--- config.mk ---
export PLATFORM = sky130hd
export DESIGN_NAME = lsu_mem_initiator
export DESIGN_NICKNAME = d
export VERILOG_FILES = /design/src/rtl/lsu_mem_initiator.sv
export SDC_FILE = /design/constraint.sdc
export NUM_CORES = 1
export LEC_CHECK = 0
export CORE_MARGIN = 1.5
export CORE_UTILIZATION = 42
export DETAILED_ROUTE_END_ITERATION = 8
export PLACE_DENSITY_LB_ADDON = 0.3
export SETUP_SLACK_MARGIN = 0.4
export SYNTH_ARGS = -nofsm -noshare
export SYNTH_HDL_FRONTEND = slang
export SYNTH_SLANG_ARGS = --single-unit
--- constraint.sdc ---
create_clock -name clk -period 2.4 [get_ports clk]
set_input_delay 0.48 -clock clk [delete_from_list [all_inputs] [get_ports clk]]
set_output_delay 0.48 -clock clk [all_outputs]
set_load 0.005 [all_outputs]
--- src/rtl/lsu_mem_initiator.sv ---
// lsu_mem_initiator: byte-addressed RV32I load/store initiator for a single-port
// word memory with combinational read. Splits each request into at most one word
// read and one word write, extends loads and read-modify-writes SB/SH.
// Optional feature: define LSU_MISALIGN_CHECK_EN to flag misaligned H/W accesses
// as errors; otherwise the low address bits below the access size are ignored.
module lsu_mem_initiator #(
  parameter int ADDR_W = 9,
  parameter int DEPTH  = 128
) (
  input  logic              clk,
  input  logic              rst_n,
  input  logic              req_valid,
  output logic              req_ready,
  input  logic              req_we,
  input  logic [2:0]        req_funct3,
  input  logic [31:0]       req_addr,
  input  logic [31:0]       req_wdata,
  output logic              resp_valid,
  output logic [31:0]       resp_rdata,
  output logic              resp_err,
  output logic              MemRead,
  output logic              MemWrite,
  output logic [ADDR_W-1:0] mem_addr,
  output logic [31:0]       mem_wdata,
  input  logic [31:0]       mem_rdata
);

  typedef enum logic [1:0] {S_IDLE, S_RD, S_WR, S_RESP} state_t;

  localparam logic [ADDR_W:0] DEPTH_L = (ADDR_W+1)'(DEPTH);

  state_t              state_q, state_d;
  logic                req_ready_q, req_ready_d;
  logic                resp_valid_q, resp_valid_d;
  logic [31:0]         resp_rdata_q, resp_rdata_d;
  logic                resp_err_q, resp_err_d;
  logic                mem_read_q, mem_read_d;
  logic                mem_write_q, mem_write_d;
  logic [ADDR_W-1:0]   mem_addr_q, mem_addr_d;
  logic [31:0]         mem_wdata_q, mem_wdata_d;
  // Only the parts of the request still needed after accept are kept.
  logic                we_q, we_d;
  logic [2:0]          funct3_q, funct3_d;
  logic [1:0]          addr_lo_q, addr_lo_d;
  logic [15:0]         wdata_lo_q, wdata_lo_d;

  logic accept;
  logic illegal_err, range_err, misalign_err, req_err;

  // Select and extend the addressed lane of a fetched word.
  function automatic logic [31:0] load_ext(input logic [31:0] w, input logic [2:0] f3,
                                           input logic [1:0] lo);
    logic [7:0]  b;
    logic [15:0] h;
    b = w[{lo, 3'b000} +: 8];
    h = w[{lo[1], 4'b0000} +: 16];
    case (f3)
      3'b000:  return {{24{b[7]}}, b};
      3'b001:  return {{16{h[15]}}, h};
      3'b100:  return {24'h0, b};
      3'b101:  return {16'h0, h};
      default: return w;
    endcase
  endfunction

  // Merge store data into the fetched word for SB/SH.
  function automatic logic [31:0] store_merge(input logic [31:0] w, input logic [2:0] f3,
                                              input logic [1:0] lo, input logic [15:0] d);
    logic [31:0] m;
    m = w;
    if (f3[0]) m[{lo[1], 4'b0000} +: 16] = d;
    else       m[{lo, 3'b000} +: 8]      = d[7:0];
    return m;
  endfunction

  // Classify the incoming request before it is accepted.
  always_comb begin
    accept      = (state_q == S_IDLE) && req_valid;
    illegal_err = (req_funct3[1:0] == 2'b11) || (req_funct3[2:1] == 2'b11) ||
                  (req_we && req_funct3[2]);
    range_err   = (req_addr[31:ADDR_W+2] != '0) ||
                  ({1'b0, req_addr[ADDR_W+1:2]} >= DEPTH_L);
`ifdef LSU_MISALIGN_CHECK_EN
    misalign_err = ((req_funct3[1:0] == 2'b01) && req_addr[0]) ||
                   ((req_funct3[1:0] == 2'b10) && (req_addr[1:0] != 2'b00));
`else
    misalign_err = 1'b0;
`endif
    req_err = illegal_err || range_err || misalign_err;
  end

  // State register and all registered outputs.
  always_ff @(posedge clk) begin
    if (!rst_n) begin
      state_q      <= S_IDLE;
      req_ready_q  <= 1'b1;
      resp_valid_q <= 1'b0;
      resp_rdata_q <= '0;
      resp_err_q   <= 1'b0;
      mem_read_q   <= 1'b0;
      mem_write_q  <= 1'b0;
      mem_addr_q   <= '0;
      mem_wdata_q  <= '0;
      we_q         <= 1'b0;
      funct3_q     <= '0;
      addr_lo_q    <= '0;
      wdata_lo_q   <= '0;
    end else begin
      state_q      <= state_d;
      req_ready_q  <= req_ready_d;
      resp_valid_q <= resp_valid_d;
      resp_rdata_q <= resp_rdata_d;
      resp_err_q   <= resp_err_d;
      mem_read_q   <= mem_read_d;
      mem_write_q  <= mem_write_d;
      mem_addr_q   <= mem_addr_d;
      mem_wdata_q  <= mem_wdata_d;
      we_q         <= we_d;
      funct3_q     <= funct3_d;
      addr_lo_q    <= addr_lo_d;
      wdata_lo_q   <= wdata_lo_d;
    end
  end

  // Next state: skip RD for SW, skip WR for loads, go straight to RESP on error.
  always_comb begin
    state_d = state_q;
    case (state_q)
      S_IDLE: begin
        if (accept) begin
          if (req_err)                         state_d = S_RESP;
          else if (req_we && req_funct3 == 3'b010) state_d = S_WR;
          else                                 state_d = S_RD;
        end
      end
      S_RD:    state_d = we_q ? S_WR : S_RESP;
      S_WR:    state_d = S_RESP;
      default: state_d = S_IDLE;
    endcase
  end

  // Next values of the registered outputs and the latched request fields.
  always_comb begin
    req_ready_d  = (state_d == S_IDLE);
    resp_valid_d = 1'b0;
    resp_rdata_d = '0;
    resp_err_d   = 1'b0;
    mem_read_d   = 1'b0;
    mem_write_d  = 1'b0;
    mem_addr_d   = mem_addr_q;
    mem_wdata_d  = mem_wdata_q;
    we_d         = we_q;
    funct3_d     = funct3_q;
    addr_lo_d    = addr_lo_q;
    wdata_lo_d   = wdata_lo_q;
    case (state_q)
      S_IDLE: begin
        if (accept) begin
          we_d       = req_we;
          funct3_d   = req_funct3;
          addr_lo_d  = req_addr[1:0];
          wdata_lo_d = req_wdata[15:0];
          if (req_err) begin
            resp_valid_d = 1'b1;
            resp_err_d   = 1'b1;
          end else begin
            mem_addr_d = req_addr[ADDR_W+1:2];
            if (state_d == S_WR) begin
              mem_write_d = 1'b1;
              mem_wdata_d = req_wdata;
            end else begin
              mem_read_d = 1'b1;
            end
          end
        end
      end
      S_RD: begin
        if (we_q) begin
          mem_write_d = 1'b1;
          mem_wdata_d = store_merge(mem_rdata, funct3_q, addr_lo_q, wdata_lo_q);
        end else begin
          resp_valid_d = 1'b1;
          resp_rdata_d = load_ext(mem_rdata, funct3_q, addr_lo_q);
        end
      end
      S_WR:    resp_valid_d = 1'b1;
      default: ;
    endcase
  end

  assign req_ready  = req_ready_q;
  assign resp_valid = resp_valid_q;
  assign resp_rdata = resp_rdata_q;
  assign resp_err   = resp_err_q;
  assign MemRead    = mem_read_q;
  assign MemWrite   = mem_write_q;
  assign mem_addr   = mem_addr_q;
  assign mem_wdata  = mem_wdata_q;

endmodule

==> impl_metrics.py <==
metrics = {
    "run_status": {
        "status": "completed",
    },
    "die": {
        "die_area_sq_um": 13300,
        "core_area_sq_um": 12200,
        "fp.dieH_um": 115,
        "start_util": 0.437,
        "die_w_um": 115,
        "boundaryPins": 181,
        "rows": 40,
    },
    "clock_network": {
        "cts_tree": "built",
        "clock_latency_ns": 0.36,
        "clk_path_buf_depth": 2,
        "numCtsBuffers": 9,
        "cts_hold_buf": 0,
        "root_buffer": "clkbuf_16",
        "cts.clk_slew.worst_paths_ns": 0.07,
        "cts_sinks": 102,
        "htreeDepth": 3,
    },
    "logic_synthesis": {
        "synth_cell_types": 46,
        "syn-num-nets": 747,
        "synthCells": 635,
        "ys_seq_area_frac": 0.385,
        "syn_avg_cell_area_sq_um": 8.36,
        "yosysWarnings": 0,
        "ys_ff_latch": 102,
        "yosys_most_used_dff": "dfxtp_1",
        "synth-async-reset-ratio": 0,
        "netlist_area_sq_um": 5310,
        "synth_edf_count": 0,
    },
    "worst_setup_path": {
        "start_kind": "primary input",
        "arrival_ns": 2.19,
        "critical_path_required_ns": 2.64,
        "worst_r2r_path_depth": 8,
        "cp.depth": 9,
        "path_cells": "clkdlybuf4s50_1 -> nor4_1 -> nand4_1 -> nor3_2 -> buf_4 -> a21oi_4 -> buf_6 -> buf_12 -> mux2i_2",
        "cp_num_buf_inv": 4,
        "cpLargestDelayFamily": "buffers and inverters",
        "worstSetupEndpointType": "register",
        "cp_max_fo": 8,
        "slowest_stage": "clkdlybuf4s50_1",
        "crit_type": "primary input to register",
        "cpPeakStageDelay_ns": 0.40,
    },
    "timing": {
        "setup_violations": 0,
        "fin_skew_ns": 0.00633,
        "period_share": 0.812,
        "min_period_ns": 1.95,
        "whs_ns": 0.465,
        "drv_slew": 0,
        "tns_ns": 0,
        "fin_ws_ns": 0.452,
        "max_slew.worst_pin.slew_ns": 0.569,
        "rsz0062_at_grt": "false",
        "fmax_ghz": 0.513,
        "finalHoldViolations": 0,
        "maxSlewHeadroom": 0.610,
    },
    "drt": {
        "vias": 5476,
        "ant_nets": 0,
        "wl_um": 18300,
        "drc": 0,
        "first_pass_iters": 5,
        "viasPerCell": 5.53,
        "drt_iter0_drc": 389,
        "wire_per_inst_um": 18.4,
    },
    "cells_and_area": {
        "layout-drive-gt1-share": 0.112,
        "layout.nets": 930,
        "area_growth_pct": 50.3,
        "antennaDiodeCount": 0,
    },
    "power": {
        "ir_worst_vdd_v": 0.000457,
        "p_leak_nw": 3.16,
        "pwr_density_cell_nw_per_um2": 744,
    },
    "placed_design": {
        "hpwl_um": 13200,
        "pre_cts_ws_ns": 0.0341,
        "gp_congestion": 0.891,
        "numPortBuffers": 180,
    },
    "grt": {
        "grt_usage": 0.269,
        "grt_max_degree": 53,
        "grt_pass1_wl_um": 27200,
        "grt_overflow": 0,
        "grt_antenna_before_repair": 0,
        "first_global_vias": 5218,
    },
    "hold_path": {
        "min_path_cells": 2,
        "worstHoldPathType": "register to register",
    },
    "run": {
        "maxCapViolations": 0,
    },
}
Yosys cell counts (2+ instances only):
| library cell | number | share of area |
|---|---|---|
| a22oi_1 | 8 | 0.011 |
| nor4_1 | 5 | 0.0059 |
| a221o_1 | 16 | 0.030 |
| a21oi_1 | 34 | 0.032 |
| clkbuf_1 | 38 | 0.027 |
| o21ai_1 | 7 | 0.0066 |
| nor2b_1 | 22 | 0.026 |
| nand4_1 | 2 | 0.0024 |
| nand2b_1 | 3 | 0.0035 |
| o21ai_0 | 13 | 0.012 |
| o31a_1 | 7 | 0.012 |
| dfxtp_1 | 102 | 0.38 |
| buf_2 | 5 | 0.0047 |
| buf_1 | 4 | 0.0028 |
| nand3_1 | 8 | 0.0075 |
| a211oi_1 | 2 | 0.0028 |
| a21boi_0 | 23 | 0.033 |
| or2_2 | 7 | 0.0082 |
| o211ai_1 | 32 | 0.045 |
| a22o_1 | 7 | 0.012 |
| inv_1 | 15 | 0.011 |
| nor2_1 | 24 | 0.017 |
| ha_1 | 9 | 0.021 |
| mux2i_1 | 65 | 0.12 |
| nand2_1 | 130 | 0.092 |
| and3_1 | 16 | 0.019 |
| buf_6 | 3 | 0.0064 |
| and2_1 | 2 | 0.0024 |
| nor3_1 | 9 | 0.0085 |
what timing repair did:
action | in CTS | in global routing
resized for setup | 20 | 28
cloned | 3 | 1
pin swaps | 9 | 14
endpoints found under the setup margin | 32 | 40
buffers inserted | 5 | 5
final timing paths:
kind	startpoint	endpoint	slack (ns)
worst min-delay path	mem_wdata[22]	mem_wdata[22]	0.47
worst max-delay path	req_addr[16]	mem_wdata[20]	0.45
worst min register to register	mem_wdata[22]	mem_wdata[22]	0.47
worst max register to register	state_q[0]	mem_wdata[20]	0.46
kinds of logic after synthesis:
logic type | count (synthesis) | share of synthesized area
flip-flops | 102 | 0.385
AND/OR/NAND/NOR | 235 | 0.205
AO/OA/AOI/OAI | 157 | 0.213
buffers and inverters | 66 | 0.0521
multiplexers | 66 | 0.125
adder cells (fa/ha/maj) | 9 | 0.0212
registers in the layout (all words and copies together) (netlist names), 2 cells and up:
register    count
mem_addr        9
resp_rdata     32
addr_lo_q       2
funct3_q        3
wdata_lo_q     16
state_q         2
mem_wdata      32
metrics by stage:
step | instance area (sq um) | power, mW | instances | util
finish | 7980 | 5.94 | 991 | 0.656
global route | 7980 | 6.25 | 991 | 0.656
CTS | 7820 | 5.86 | 985 | 0.643
detailed placement | 7370 | 4.26 | 961 | 0.606
global placement | 7370 | 4.23 | 961 | 0.606
floorplan | 5350 | 3.39 | 635 | -
area by class of cell:
cell class                      instances  area, sq um
Sequential cell                       102         2050
Clock buffer                           10          239
Inverter                               16         62.6
Timing Repair Buffer                  222         2270
Clock inverter                          6         68.8
Tap cell                              168          210
Fill cell                            1027         4180
Multi-Input combinational cell        467         3070
placed cells by master, fill, tap and decap left out, types with 8 or more instances in the layout:
| master | n |
|---|---|
| a21boi_0 | 23 |
| a21oi_1 | 34 |
| a221o_1 | 16 |
| a22oi_1 | 8 |
| and3_1 | 16 |
| buf_4 | 29 |
| clkbuf_16 | 10 |
| clkdlybuf4s50_1 | 163 |
| dfxtp_1 | 98 |
| dlymetal6s2s_1 | 9 |
| inv_1 | 11 |
| mux2i_1 | 64 |
| nand2_1 | 129 |
| nand3_1 | 8 |
| nor2_1 | 24 |
| nor2b_1 | 22 |
| nor3_1 | 8 |
| o211ai_1 | 32 |
| o21ai_0 | 11 |
| o21ai_1 | 8 |
tightest hold or removal path, stage by stage, from the launching register on:
cell,delay [ns]
dfxtp_1,0.31
nand2_1,0.05
mux2i_1,0.05
power breakdown:
| part | switching [mW] | internal (mW) |
|---|---|---|
| registers | 0.131 | 1.89 |
| clock network | 0.671 | 0.844 |
| logic | 1.30 | 1.10 |
| total | 2.10 | 3.84 |
routing by layer:
layer | vias to the layer above | global-route usage | part of all wire
met3 | 28 | 0.0497 | 0.068
li1 | 2605 | - | -
met1 | 2608 | 0.342 | 0.43
met5 | - | 0 | 0
met4 | 0 | 0.112 | 0.025
met2 | 235 | 0.450 | 0.48
Power figures use the tool's default switching activity.
==> variant 1, RTL diff (same flow settings) <==
The option `LSU_MISALIGN_CHECK_EN` is turned on by a define.
--- a/src/rtl/lsu_mem_initiator.sv
+++ b/src/rtl/lsu_mem_initiator.sv
@@ -4,4 +4,6 @@
 // Optional feature: define LSU_MISALIGN_CHECK_EN to flag misaligned H/W accesses
 // as errors; otherwise the low address bits below the access size are ignored.
+`define LSU_MISALIGN_CHECK_EN
+
 module lsu_mem_initiator #(
   parameter int ADDR_W = 9,
Check against the original RTL: not equivalent (a bounded check fails within 4 cycles, from zero or initial values and one cycle with rst_n low).
==> variant 1 against the unedited design <==
Cell count down 4.7%; area after synthesis down 2.9%; first-iteration DRC count up 50%; register-to-register slack worse by 0.31 ns; final area down 0.20%; global-route usage up 1.7 points; setup slack worse by 0.30 ns; worst hold slack worse by 0.064 ns; wire length up 7.7%; power down 1.6%; utilization up 0.68 points; sequential cell count unchanged; largest cell class unchanged; highest routed layer unchanged.
==> variant 1: results (changes against the unedited design) <==
Parameter                              Value

Run status
  Outcome ... complete, no violations

Setup path
  Largest fanout of any net on the critical path ... 6 (-2)
  Kind of cell with the highest combined delay on the critical path ... simple AND/OR/NAND/NOR gates
  Crit path DAT ... 2.55 ns (+0.36 ns)
  Slowest library cell on the worst path ... or4_4

Route
  Via total after detailed routing ... 5810 (+6.1%)
  Vias per std cell ... 6.15 (+11%)
  Detailed Route Iter0 Violations ... 584 (+50%)
  Routed WL ... 19.7 mm (+7.7%)

Synthesis
  Proportion of netlist area held by the largest area contributor ... 39.6% (+1.1 points)
  Area contributors post-synth ... dfxtp_1 40%, a21oi_1 6.3%, mux2i_1 6.2%
  Net count after synthesis ... 714 (-4.4%)
  Post-synthesis cell count ... 602 (-5.2%)
  Distinct cell type count of the synthesized netlist ... 49 (+6.5%)
  Proportion of synthesized chip area in sequential cells ... 39.6% (+1.1 points)
  Most used standard cells in the synthesized netlist ... 102 x dfxtp_1, 82 x nand2_1, 65 x a21oi_1

Power and ir drop
  Static leakage ... 0.00293 uW (-7.3%)
  Peak VDD IR ... 0.407 mV (-11%)
  Internal Power ... 3690 uW (-3.9%)

STA
  Worst Max-Slew Pin Slew ... 0.681 ns (+0.112 ns)
  Setup clock skew after layout ... 0.00920 ns (+0.00287 ns)

Layout
  Fraction of final layout cells with drive strength greater than 1 ... 15.7% (+4.5 points)
  Antenna cell count ... 0 (unchanged)

GRT
  Pin count of the biggest net entering global routing ... 51 (-3.8%)
  Vias in the first global route ... 5526 (+5.9%)

Min path
  Type of the most critical hold path ... primary input to flop
## variant 1: kinds of logic after synthesis
family,Yosys count,synth area share [%]
compound gates,229,32.0
fa+ha+maj,9,2.18
buf+inv,72,5.66
flops,102,39.6
mux,32,6.21
simple gates,158,14.4
## variant 1: layout make-up
class                           count  area [um^2]
Clock buffer                       12          246
Clock inverter                      3         21.3
Fill cell                         946         4050
Inverter                           15         63.8
Multi-Input combinational cell    430         3030
Sequential cell                   102         2050
Tap cell                          147          184
Timing Repair Buffer              235         2370
## variant 1: worst reg2reg max path: stages (launching register included)
cell	delay, ns
dfxtp_2	0.33
inv_1	0.08
ha_4	0.27
a21o_1	0.12
nand4_1	0.13
or4_4	0.50
buf_6	0.15
buf_6	0.12
buf_12	0.13
a211oi_2	0.21
a31o_1	0.15
## variant 1: power groups by stage
| stage | combinational [uW] | sequential, uW | clock [uW] |
|---|---|---|---|
| after floorplan | 1300 | 2030 | 0 |
| after CTS | 2300 | 2020 | 1360 |
| after detailed placement | 2140 | 2050 | 0 |
| final | 2440 | 2040 | 1370 |
| after global routing | 2600 | 2050 | 1440 |
| after global placement | 2080 | 2050 | 0 |
## variant 1: path summary, 6_finish.rpt
path                                     start             end  slack (ns)  depth (start not counted)
worst max register to register      state_q[1]   mem_wdata[24]        0.15                         10
worst min-delay path             req_funct3[2]     funct3_q[2]        0.40                          3
worst min register to register  wdata_lo_q[12]  wdata_lo_q[12]        0.48                          2
worst max-delay path                state_q[1]   mem_wdata[24]        0.15                         10
## variant 1: metrics by stage
| stage | setup WS (ns) | instance area, um^2 | total power, uW | hold slack, ns |
|---|---|---|---|---|
| finish | 0.152 | 7960 | 5840 | 0.401 |
| global route | 0.0911 | 7960 | 6090 | 0.414 |
| CTS | 0.215 | 7810 | 5680 | 0.392 |
| detailed placement | -0.557 | 7280 | 4190 | 0.466 |
| global placement | -0.450 | 7280 | 4130 | 0.456 |
| floorplan | 0.254 | 5200 | 3330 | 0.444 |
## variant 1: repair_timing
action | 4_1_cts | 5_1_grt
endpoints found under the setup margin | 57 | 56
gates resized for setup | 68 | 35
pin swaps | 43 | 22
gates cloned | 3 | 1
setup buffers | 11 | 3
## variant 1: routing by layer
layer	global-route usage (%)	up-vias	wire [um]
met2	47.6	367	9340
met3	8.02	55	1820
li1	-	2644	-
met1	34.9	2744	7800
met4	11.7	0	685
met5	0	-	0
==> variant 2, RTL diff (same settings) <==
Made on the original files. Put one more register stage on the output `resp_err`, cleared by the reset. The value now appears one clock later. The other outputs are not delayed to match.
--- a/src/rtl/lsu_mem_initiator.sv
+++ b/src/rtl/lsu_mem_initiator.sv
@@ -192,5 +192,11 @@
   assign resp_valid = resp_valid_q;
   assign resp_rdata = resp_rdata_q;
-  assign resp_err   = resp_err_q;
+  always_ff @(posedge clk) begin
+    if (!rst_n) begin
+      resp_err <= '0;
+    end else begin
+      resp_err <= resp_err_q;
+    end
+  end
   assign MemRead    = mem_read_q;
   assign MemWrite   = mem_write_q;
Behaviour: not the same (Yosys sat finds a counterexample within 4 cycles, from zero or initial values and one cycle with rst_n low).
==> variant 2 against the unedited design <==
Final area decreased by 0.58%; setup slack got worse by 0.031 ns; area after synthesis increased by 1.4%; first-iteration DRC count increased by 62%; sequential cell count increased by 1; clock skew about the same; critical path depth decreased by 1; wire length decreased by 6.0%; cell count decreased by 0.40%; power decreased by 2.3%; critical endpoint is now mem_wdata[14]; largest power group unchanged.
==> variant 2: results (changes against the unedited design) <==
Parameter                              Value

GRT
  Met2 Track Usage GR ... 43.3% (-1.6 points)
  Global-route wire length before repair ... 26.3 mm (-3.5%)
  Vias in the first global route ... 5285 (+1.3%)
  GRT Total Usage ... 25.1% (-1.8 points)

Layout
  Sequential cell area ... 0.00207 mm^2 (+1.2%)
  Area of the multi-input gates ... 0.00313 mm^2 (+1.9%)
  Non-clk bufs ... 211 (-5.0%)
  CLK BUF ... 14 (+4)
  Final-stage net count ... 922 (-0.86%)
  Fillers ... 1061 (+3.3%)
  Non-clock buffering overhead ... 27.1% (-1.4 points)
  Share of final layout cell area taken by clock buffers and inverters ... 3.63% (-0.23 points)

Min path
  Worst hold path depth ... 1 (-1)
  End of the worst hold path ... resp_err

Route
  Detailed Route Iter0 Violations ... 632 (+62%)
  Average wire length per cell after detail routing ... 17.4 um (-5.6%)
  Via total after detailed routing ... 5427 (-0.89%)

Setup path
  Kind of cell with the highest combined delay on the critical path ... compound AO/OA/AOI/OAI gates
  Critical Path Start ... state_q[0]
  Slowest library cell on the worst path ... a2111oi_4
  Crit path DAT ... 2.22 ns (+0.03 ns)

Synthesis
  Area contributors post-synth ... dfxtp_1 38%, mux2i_1 12%, nand2_1 9.1%
  Net count after synthesis ... 752 (+0.67%)
  Flip-flop and latch count after synthesis ... 103 (+0.98%)
  Distinct cell type count of the synthesized netlist ... 48 (+4.3%)

CTS
  Post-CTS Setup Bufs ... 3 (-2)
  Post-CTS sizing ... 33 (+65%)

STA
  Setup clock skew after layout ... 0.00651 ns (+0.000183 ns)
  Worst Max-Slew Pin Slew ... 0.679 ns (+0.110 ns)

Power and ir drop
  Switching Share ... 35.0% (-0.33 points)
  Static leakage ... 0.00313 uW (-0.81%)

Run status
  Outcome ... complete, no violations
variant 2: cell count changes after synthesis, sizes merged, moves of 2 or more:
| cell | before | now |
|---|---|---|
| a211oi | 2 | 0 |
| buf | 12 | 16 |
| clkbuf | 38 | 36 |
| nor2 | 24 | 21 |
variant 2: logic make-up after synthesis:
group                    count (synthesis)  synth area share (%)
multiplexers                            66                  12.5
adder cells (fa/ha/maj)                  9                  2.09
AND/OR/NAND/NOR                        234                  20.4
buffers and inverters                   69                  5.42
flip-flops                             103                  38.3
AO/OA/AOI/OAI                          159                  21.3
variant 2: stage by stage:
stage / std cells / utilization, % / instance area (um^2) / setup WS (ns) / hold slack, ns
floorplan: 640 / - / 5430 / 0.429 / 0.412
global placement: 963 / 58.8 / 7400 / 0.0628 / 0.416
detailed placement: 963 / 58.8 / 7400 / 0.00567 / 0.422
CTS: 985 / 62.1 / 7800 / 0.401 / 0.438
global route: 987 / 63.1 / 7930 / 0.363 / 0.459
finish: 987 / 63.1 / 7930 / 0.421 / 0.435
